<file path="src/rtl/noc_local_packetizer.sv">
// noc_local_packetizer: serializes message commands and payload words into head/body/tail flits for the router Local port
module noc_local_packetizer #(
  parameter int FLIT_W = 64,
  parameter int X_W    = 4,
  parameter int Y_W    = 4,
  parameter int LEN_W  = 4,
  parameter int SRC_X  = 0,
  parameter int SRC_Y  = 0
) (
  input  logic              clk,
  input  logic              rst,
  input  logic              cmd_valid,
  output logic              cmd_ready,
  input  logic [X_W-1:0]    cmd_dest_x,
  input  logic [Y_W-1:0]    cmd_dest_y,
  input  logic [LEN_W-1:0]  cmd_len,
  input  logic              data_valid,
  output logic              data_ready,
  input  logic [FLIT_W-3:0] data_in,
  output logic [FLIT_W-1:0] flit_out,
  output logic              valid_out,
  input  logic              ready_in,
  output logic              busy,
  output logic [15:0]       pkt_sent
);
  localparam int PAD = FLIT_W - 2 - 2*X_W - 2*Y_W - LEN_W;
  localparam logic [X_W-1:0] SX = X_W'(SRC_X);
  localparam logic [Y_W-1:0] SY = Y_W'(SRC_Y);
  typedef enum logic {IDLE, PAYLOAD} state_t;
  state_t state, state_n;
  logic [LEN_W-1:0] rem, rem_n;
  logic [FLIT_W-1:0] flit_q, flit_n;
  logic out_valid, load_ok, cmd_hs, data_hs, last;
  logic [15:0] cnt;
  always_comb begin
    load_ok    = !out_valid | ready_in;
    cmd_ready  = !rst & (state == IDLE) & load_ok;
    data_ready = !rst & (state == PAYLOAD) & load_ok;
    cmd_hs     = cmd_valid & cmd_ready;
    data_hs    = data_valid & data_ready;
    last       = rem == LEN_W'(1);
    flit_n     = cmd_hs ? {(cmd_len == '0) ? 2'b11 : 2'b01, cmd_dest_x, cmd_dest_y, SX, SY, cmd_len, {PAD{1'b0}}}
                        : {last ? 2'b10 : 2'b00, data_in};
    state_n    = (cmd_hs && cmd_len != '0) ? PAYLOAD : (data_hs && last) ? IDLE : state;
    rem_n      = cmd_hs ? cmd_len : data_hs ? rem - LEN_W'(1) : rem;
  end
  always_ff @(posedge clk) begin
    if (rst) begin
      state     <= IDLE;
      rem       <= '0;
      flit_q    <= '0;
      out_valid <= 1'b0;
      cnt       <= '0;
    end else begin
      state <= state_n;
      rem   <= rem_n;
      if (cmd_hs | data_hs) begin
        flit_q    <= flit_n;
        out_valid <= 1'b1;
      end else if (ready_in) begin
        out_valid <= 1'b0;
      end
      if (out_valid & ready_in & flit_q[FLIT_W-1]) cnt <= cnt + 16'd1;
    end
  end
  assign flit_out  = flit_q;
  assign valid_out = out_valid;
  assign busy      = (state == PAYLOAD) | out_valid;
  assign pkt_sent  = cnt;
  cmd_stable: assert property (@(posedge clk) disable iff (rst)
    cmd_valid && !cmd_ready |=> cmd_valid && $stable({cmd_dest_x, cmd_dest_y, cmd_len}));
  data_stable: assert property (@(posedge clk) disable iff (rst)
    data_valid && !data_ready |=> data_valid && $stable(data_in));
endmodule
</file>
<file path="config.mk">
export PLATFORM = sky130hd
export DESIGN_NAME = noc_local_packetizer
export DESIGN_NICKNAME = d
export VERILOG_FILES = /design/src/rtl/noc_local_packetizer.sv
export SDC_FILE = /design/constraint.sdc
export NUM_CORES = 1
export LEC_CHECK = 0
export ABC_AREA = 1
export CAP_MARGIN = 20
export CORE_MARGIN = 2
export CORE_UTILIZATION = 45
export DETAILED_ROUTE_END_ITERATION = 6
export GPL_TIMING_DRIVEN = 0
export PLACE_DENSITY = 0.94
export SKIP_LAST_GASP = 1
export SLEW_MARGIN = 30
export SYNTH_ARGS = -nofsm -noshare
export SYNTH_HDL_FRONTEND = slang
export SYNTH_SLANG_ARGS = --single-unit
</file>
<file path="constraint.sdc">
create_clock -name clk -period 3.1 [get_ports clk]
set_clock_uncertainty 0.1 [all_clocks]
set_input_delay 0.62 -clock clk [delete_from_list [all_inputs] [get_ports clk]]
set_output_delay 0.62 -clock clk [all_outputs]
set_load 0.1 [all_outputs]
</file>
; ---- Yosys cells after proc, flatten, opt, wreduce, memory -nomap -nowiden
; Index checks and enable logic that the tools add are counted.
[op_classes]
add_sub_neg = 2
multipliers = 0
div_mod_pow = 0
order_cmp = 0
n_eq_ne = 1
n_shift = 0
muxes = 9
n_bitwise = 12
reduce_logical = 9
[op_table]
columns = cell, count
row1 = $mux W64, 1
row2 = $add A16 B1 Y16 const B, 1
row3 = $and A1 B1 Y1, 8
row4 = $mux W4, 2
row5 = $reduce_bool A2 Y1, 3
row6 = $eq A4 B1 Y1 const B, 1
row7 = $logic_not A4 Y1, 1
row8 = $mux W1, 4
row9 = $mux W2, 2
row10 = $reduce_bool A4 Y1, 1
row11 = $sub A4 B1 Y4 const B, 1
row12 = $or A1 B1 Y1, 3
row13 = $logic_and A1 B1 Y1, 2
row14 = $logic_not A1 Y1, 2
row15 = $not A1 Y1, 1
[word_totals]
register_bits = 86
latch_bits = 0
mem_bits_rw = 0
mem_bits_ro = 0
in_bits = 79
word_cells = 38
mem_count = 0

; ---- Logic depth before layout (Yosys ltp)
; Gate-level depths: netlist (run 1).
[depth]
depth_word = 7
mapped_depth = 9
ltp_nobuf = 9

; ---- Worst setup path after synthesis (run 1)
; OpenSTA, ideal clock, no wires.
[synth_path]
path_kind = reg-to-output
start = register out_valid (netlist: valid_out)
end = output cmd_ready
arrival_ns = 1.725
required_time_ns = 2.380
setup_slack_ns = 0.655
stages_incl_launch_ff = 4
n_path_buf = 0
path_cell_list = dfxtp_1 nand2_2 nand2_1 inv_1
[synth_between]
elab_chain_len = 3
[synth_lines]
columns = item, line_no
row1 = from (decl), 33  ; logic out_valid, load_ok, cmd_hs, data_hs, last;
row2 = from (signal assigned), 52  ; out_valid <= 1'b0;
row3 = from (signal assigned), 59  ; out_valid <= 1'b1;
row4 = from (signal assigned), 61  ; out_valid <= 1'b0;
row5 = $logic_not A1 Y1, 36  ; load_ok = !out_valid | ready_in;
row6 = $or A1 B1 Y1, 36
row7 = $and A1 B1 Y1, 37  ; cmd_ready = !rst & (state == IDLE) & load_ok;
row8 = to (decl), 13  ; output logic cmd_ready,
; No other way between the ends.

; ---- Worst setup path in the final report (run 1)
[layout_path]
start = input ready_in
end = output data_ready
[layout_between]
elab_chain_len = 2
[layout_lines]
columns = item, line_no
row1 = from (decl), 22  ; input logic ready_in,
row2 = $or A1 B1 Y1, 36
row3 = $and A1 B1 Y1, 38  ; data_ready = !rst & (state == PAYLOAD) & load_ok;
row4 = to (decl), 18  ; output logic data_ready,
; No other way between the ends.

==> impl_metrics.yaml, run 1 <==
worst_setup_path:
  rr_worst_depth: 6
  critPathMostFrequentCell: "inv_1"
  worst-path-buf-inv: 4
  cp_top_family: "buffers and inverters"
  reg2reg_setup_slack_ps: 1420
  crit_type: "in -> out"
  cp-end-kind: "primary output"
  slowest_delay_ps: 850
  crit_start: "ready_in"
  critical_path.max_fanout: 5
  slowest_stage: "dlygate4sd2_1"
  critical_path_required_ps: 2380
  crit_arrival_ps: 2330
  rr_startpoint: "pkt_sent[0]"
  endpoint: "data_ready"
  critPathLaunchType: "input port"
  cp_num_cells: 6
  reg2reg_to: "pkt_sent[14]"
  path_cells: "clkdlybuf4s50_1 -> inv_1 -> nand2_2 -> nand2_1 -> inv_1 -> dlygate4sd2_1"
pwr:
  power_mw: 2.69
  power_frac_seq_pct: 43.5
  powerDensity_nw_per_um2: 480
  p_leak_nw: 2.13
  pwr-share-comb_pct: 24.0
  netSwitchingFraction_pct: 31.8
  p_int_mw: 1.83
  p_sw_uw: 854
  ir_drop_mv: 0.314
  clkPwrFrac_pct: 32.5
detailed_routing:
  drcViolationCount: 0
  via_per_inst: 4.98
  ant_nets: 0
  drt-wirelength-per-cell_um: 14.1
  wl_mm: 11.0
  first_pass_iters: 5
  num_vias: 3868
  first_iter_violations: 161
final_layout:
  n_fill_cell: 616
  antenna_cells: 0
  drive_gt1_share_pct: 8.15
  layout.nets: 752
  syn_to_final_growth_pct: 53.5
  post-route-util_pct: 72.0
floorplanning:
  dieArea_um2: 8830
  die_y_um: 94.0
  initial_core_util_pct: 46.9
  die_w_um: 94.0
  fp.coreArea_um2: 7770
  rows: 32
  io_pins: 163
synth:
  ys_async_sr_fraction_pct: 0
  synth_area_per_cell_um2: 7.32
  syn_inst: 498
  yosys_warnings: 0
  ys.flop_type: "dfxtp_1"
  ys_seq_area_share_pct: 47.3
  ys_types: 31
  synth_area_um2: 3640
  ys_ff_latch: 86
  synth_edf_count: 0
  synth_fp_nets: 580
timing:
  fmax_mhz: 327
  rsz0062_at_grt: "false"
  setup_viol_count_final: 0
  hold_viol: 0
  slew-limit-headroom_pct: 33.2
  fin_crit_sh_pct: 98.5
  tightest_slew_ps: 998
  setup_slack_ps: 45.2
  min_period_ps: 3050
  finalMaxSlewViolations: 0
  holdWs_ps: 362
place:
  dp_hpwl_mm: 8.47
  pre_cts_ws_ps: -265
  place_congestion: 0.863
  portBuffers: 161
grt:
  grt_antenna_before_repair: 0
  grt_max_degree: 14
  grt_pass1_vias: 3813
  grt_pass1_wl_mm: 17.1
  track_usage_pct: 24.5
  overflow: 0
outcome:
  status: "finished clean"
clock_tree:
  cts_buffers: 9
  root_buffer: "clkbuf_8"
  clk_pin_slew_ps: 90
  clock_path_buffers: 2
  clk-insertion-delay-late_ps: 360
  cts_tree: "yes"
  cts.htree.levels: 3
  post_cts_buffers: 0
  clock_sinks: 86
job:
  maxCapViolCount: 0
hold_path:
  hold_path.class: "reg -> reg"
==> flip-flops by register name (all words and copies together), names as in the netlist <==
| signal | flops |
|---|---|
| state | 1 |
| flit_out | 64 |
| pkt_sent | 16 |
| rem | 4 |
| valid_out | 1 |
==> cells by family after synthesis <==
kind of cell / share of synthesized area (%)
and+or+nand+nor: 30.7
DFF: 47.3
AOI/OAI and AO/OA: 10.8
buffers and inverters: 9.27
xor gates and xnor gates: 0.962
adders and majority gates: 1.03
==> cells in the final DEF (no fill, tap or decap), drive strengths merged <==
master         synthesis  final
nor3                   2      2
nand3                 18     18
ha                     3      3
nor3b                  1      1
dlygate4sd2            0      1
clkinvlp               0      1
or2                    1      1
nand4                  5      5
xor2                   2      2
dfxtp                 86     86
nor2                  43     43
buf                   18     18
nand2                197    197
and3                   1      1
clkdlybuf4s50          0    159
a21oi                 63     63
xnor2                  2      2
inv                   40     40
bufinv                 0      2
clkbuf                 4     18
o21ai                 12     12
==> per-layer routing <==
layer | vias to the layer above | track usage [%] | routed length [um]
met3 | 27 | 6.42 | 945
met2 | 186 | 44.4 | 5360
li1 | 1901 | - | -
met1 | 1754 | 26.6 | 4350
met5 | - | 0 | 0
met4 | 0 | 11.0 | 306
==> area by class of cell <==
type / instances / area, um2 / area share [%]
plain buffers: 22 / 180 / 3.22
clock buffers: 13 / 149 / 2.66
clock inverters: 3 / 67.6 / 1.21
inverters: 40 / 158 / 2.82
multi-input cells: 350 / 1580 / 28.3
flip-flops and latches: 86 / 1720 / 30.8
well taps: 102 / 128 / 2.28
repair buffers: 161 / 1610 / 28.7
==> what timing repair did <==
action                                  4_1_cts  5_1_grt
hold buffers                                  0        0
endpoints found under the setup margin        2        1
gates resized for setup                       2        2
==> through the flow <==
stage / TNS [ps] / area (um2) / std cells
after floorplan: 0 / 3640 / 498
after global placement: -471 / 5380 / 761
after detailed placement: -482 / 5380 / 761
after CTS: 0 / 5600 / 777
after global routing: 0 / 5590 / 777
final: 0 / 5590 / 777
==> cells in the mapped netlist, drive strengths merged (2+ instances only) <==
master  instances  area [um2]
o21ai          12        60.1
nand2         197         762
nor3            2        10.0
a21oi          63         334
dfxtp          86        1720
inv            40         158
buf            18         165
clkbuf          4        15.0
xnor2           2        17.5
nand4           5        31.3
nand3          18         108
xor2            2        17.5
ha              3        37.5
nor2           43         186
==> power groups by stage <==
stage | combinational (mW) | sequential (mW) | clock, mW
floorplan | 0.194 | 1.42 | 0
global placement | 0.636 | 1.19 | 0
detailed placement | 0.648 | 1.19 | 0
CTS | 0.649 | 1.17 | 0.879
global route | 0.681 | 1.17 | 0.918
finish | 0.646 | 1.17 | 0.873
==> tightest hold or removal path, stage by stage, from the launching register on <==
cell and delay [ps]:
dfxtp_1 320, nand2_1 60, a21oi_1 50
==> worst min-delay path by stage <==
| stage | from | end | slack [ps] | cells past startpoint |
|---|---|---|---|---|
| floorplan | rem[0] | rem[0] | 460 | 3 |
| global placement | flit_out[16] | flit_out[16] | 350 | 2 |
| detailed placement | flit_out[17] | flit_out[17] | 350 | 2 |
| CTS | flit_out[31] | flit_out[31] | 360 | 2 |
| global route | flit_out[19] | flit_out[19] | 380 | 2 |
| finish | flit_out[17] | flit_out[17] | 360 | 2 |
No activity file was read; power rests on OpenSTA's default activity.
==> run 2: changes to the inputs <==
Settings changed: CAP_MARGIN 20 to 5, SKIP_CTS_REPAIR_TIMING set to 1.
==> run 2 against run 1 <==
Effect of this change: setup slack gained 53 ps; sequential cell count is the same; cell count is the same; highest routed layer unchanged.
==> impl_metrics.yaml, run 2 (synthesis results as in run 1) <==
grt:
  overflow: 0
  grt_max_degree: 14
  grt_pass1_vias: 3813
  track_usage_pct: 24.5
  grt_pass1_wl_mm: 17.1
  grt_antenna_before_repair: 0
worst_setup_path:
  cp-end-kind: "primary output"
  critPathMostFrequentCell: "inv_1"
  critical_path.max_fanout: 5
  slowest_delay_ps: 750
  path_cells: "clkdlybuf4s50_1 -> inv_1 -> nand2_2 -> nand2_1 -> inv_1 -> dlymetal6s2s_1"
  cp_top_family: "buffers and inverters"
  slowest_stage: "dlymetal6s2s_1"
  crit_arrival_ps: 2280
  crit_type: "in -> out"
  critPathLaunchType: "input port"
  worst-path-buf-inv: 4
  critical_path_required_ps: 2380
  reg2reg_setup_slack_ps: 1440
timing:
  fin_crit_sh_pct: 96.8
  slew-limit-headroom_pct: 33.2
  tightest_slew_ps: 999
  hold_viol: 0
  holdWs_ps: 362
  setup_viol_count_final: 0
  finalMaxSlewViolations: 0
  rsz0062_at_grt: "false"
  setup_slack_ps: 98.3
  fmax_mhz: 333
  min_period_ps: 3000
floorplanning:
  dieArea_um2: 8830
  initial_core_util_pct: 46.9
  die_y_um: 94.0
  fp.coreArea_um2: 7770
  io_pins: 163
  rows: 32
  die_w_um: 94.0
detailed_routing:
  num_vias: 3871
  via_per_inst: 4.98
  drt-wirelength-per-cell_um: 14.1
  first_pass_iters: 4
  drcViolationCount: 0
  ant_nets: 0
  first_iter_violations: 154
  wl_mm: 11.0
clock_tree:
  cts_buffers: 9
  clk-insertion-delay-late_ps: 360
  clock_sinks: 86
  clock_path_buffers: 2
  cts_tree: "yes"
  root_buffer: "clkbuf_8"
  clk_pin_slew_ps: 90
  cts.htree.levels: 3
final_layout:
  final_area_um2: 5600
  regArea_um2: 1720
  multi_input_area_um2: 1580
  final_cell_mix: "nand2_1 (190), clkdlybuf4s50_1 (159), dfxtp_1 (86)"
  layout.nets: 752
  final_common_cell: "nand2_1"
  antenna_cells: 0
  fin_cells: 777
  drive_gt1_share_pct: 8.00
  syn_to_final_growth_pct: 53.8
  post-route-util_pct: 72.1
  n_fill_cell: 612
  largest_reg_flops: 64
place:
  place_area_um2: 5380
  dp_cells: 761
  dp_hpwl_mm: 8.47
  place_congestion: 0.863
  pre_cts_ws_ps: -265
  portBuffers: 161
job:
  maxCapViolCount: 0
hold_path:
  hold_path.class: "reg -> reg"
pwr:
  p_leak_nw: 2.16
  powerDensity_nw_per_um2: 480
  ir_drop_mv: 0.314
outcome:
  status: "finished clean"
-- run 2: path summary, 6_finish.rpt --
check / start / to / cells past startpoint
setup reg to reg: pkt_sent[0] / pkt_sent[14] / 6
setup / recovery: ready_in / cmd_ready / 6
hold / removal: flit_out[17] / flit_out[17] / 2
hold reg to reg: flit_out[17] / flit_out[17] / 2
-- run 2: area by class of cell --
class / instances / share of cell area (%)
repair buffers: 161 / 28.8
inverters: 40 / 2.81
flip-flops and latches: 86 / 30.7
plain buffers: 22 / 3.22
multi-input cells: 350 / 28.3
clock inverters: 3 / 1.21
well taps: 102 / 2.28
clock buffers: 13 / 2.66
-- run 2: worst min-delay path, stage by stage (launching register included) --
cell and delay [ps]:
dfxtp_1 320, nand2_1 60, a21oi_1 50
-- run 2: through the flow --
stage	TNS (ps)	power [mW]
global placement	-471	1.83
floorplan	0	1.62
detailed placement	-482	1.84
finish	0	2.69
global route	0	2.77
CTS	-482	2.70
-- run 2: power breakdown --
| part | switching [mW] | internal [mW] |
|---|---|---|
| Combinational | 0.434 | 0.214 |
| Clock | 0.396 | 0.478 |
| Sequential | 0.0247 | 1.14 |
| Total | 0.855 | 1.84 |
-- run 2: metal layers --
metal  GRT usage [%]  share of wire (%)  up-vias  routed length (um)
li1                -                  -     1899                   -
met1            26.6                 39     1767                4310
met2            44.3                 49      180                5390
met3            6.42                8.7       25                 948
met4            11.0                2.8        0                 302
met5               0                  0        -                   0
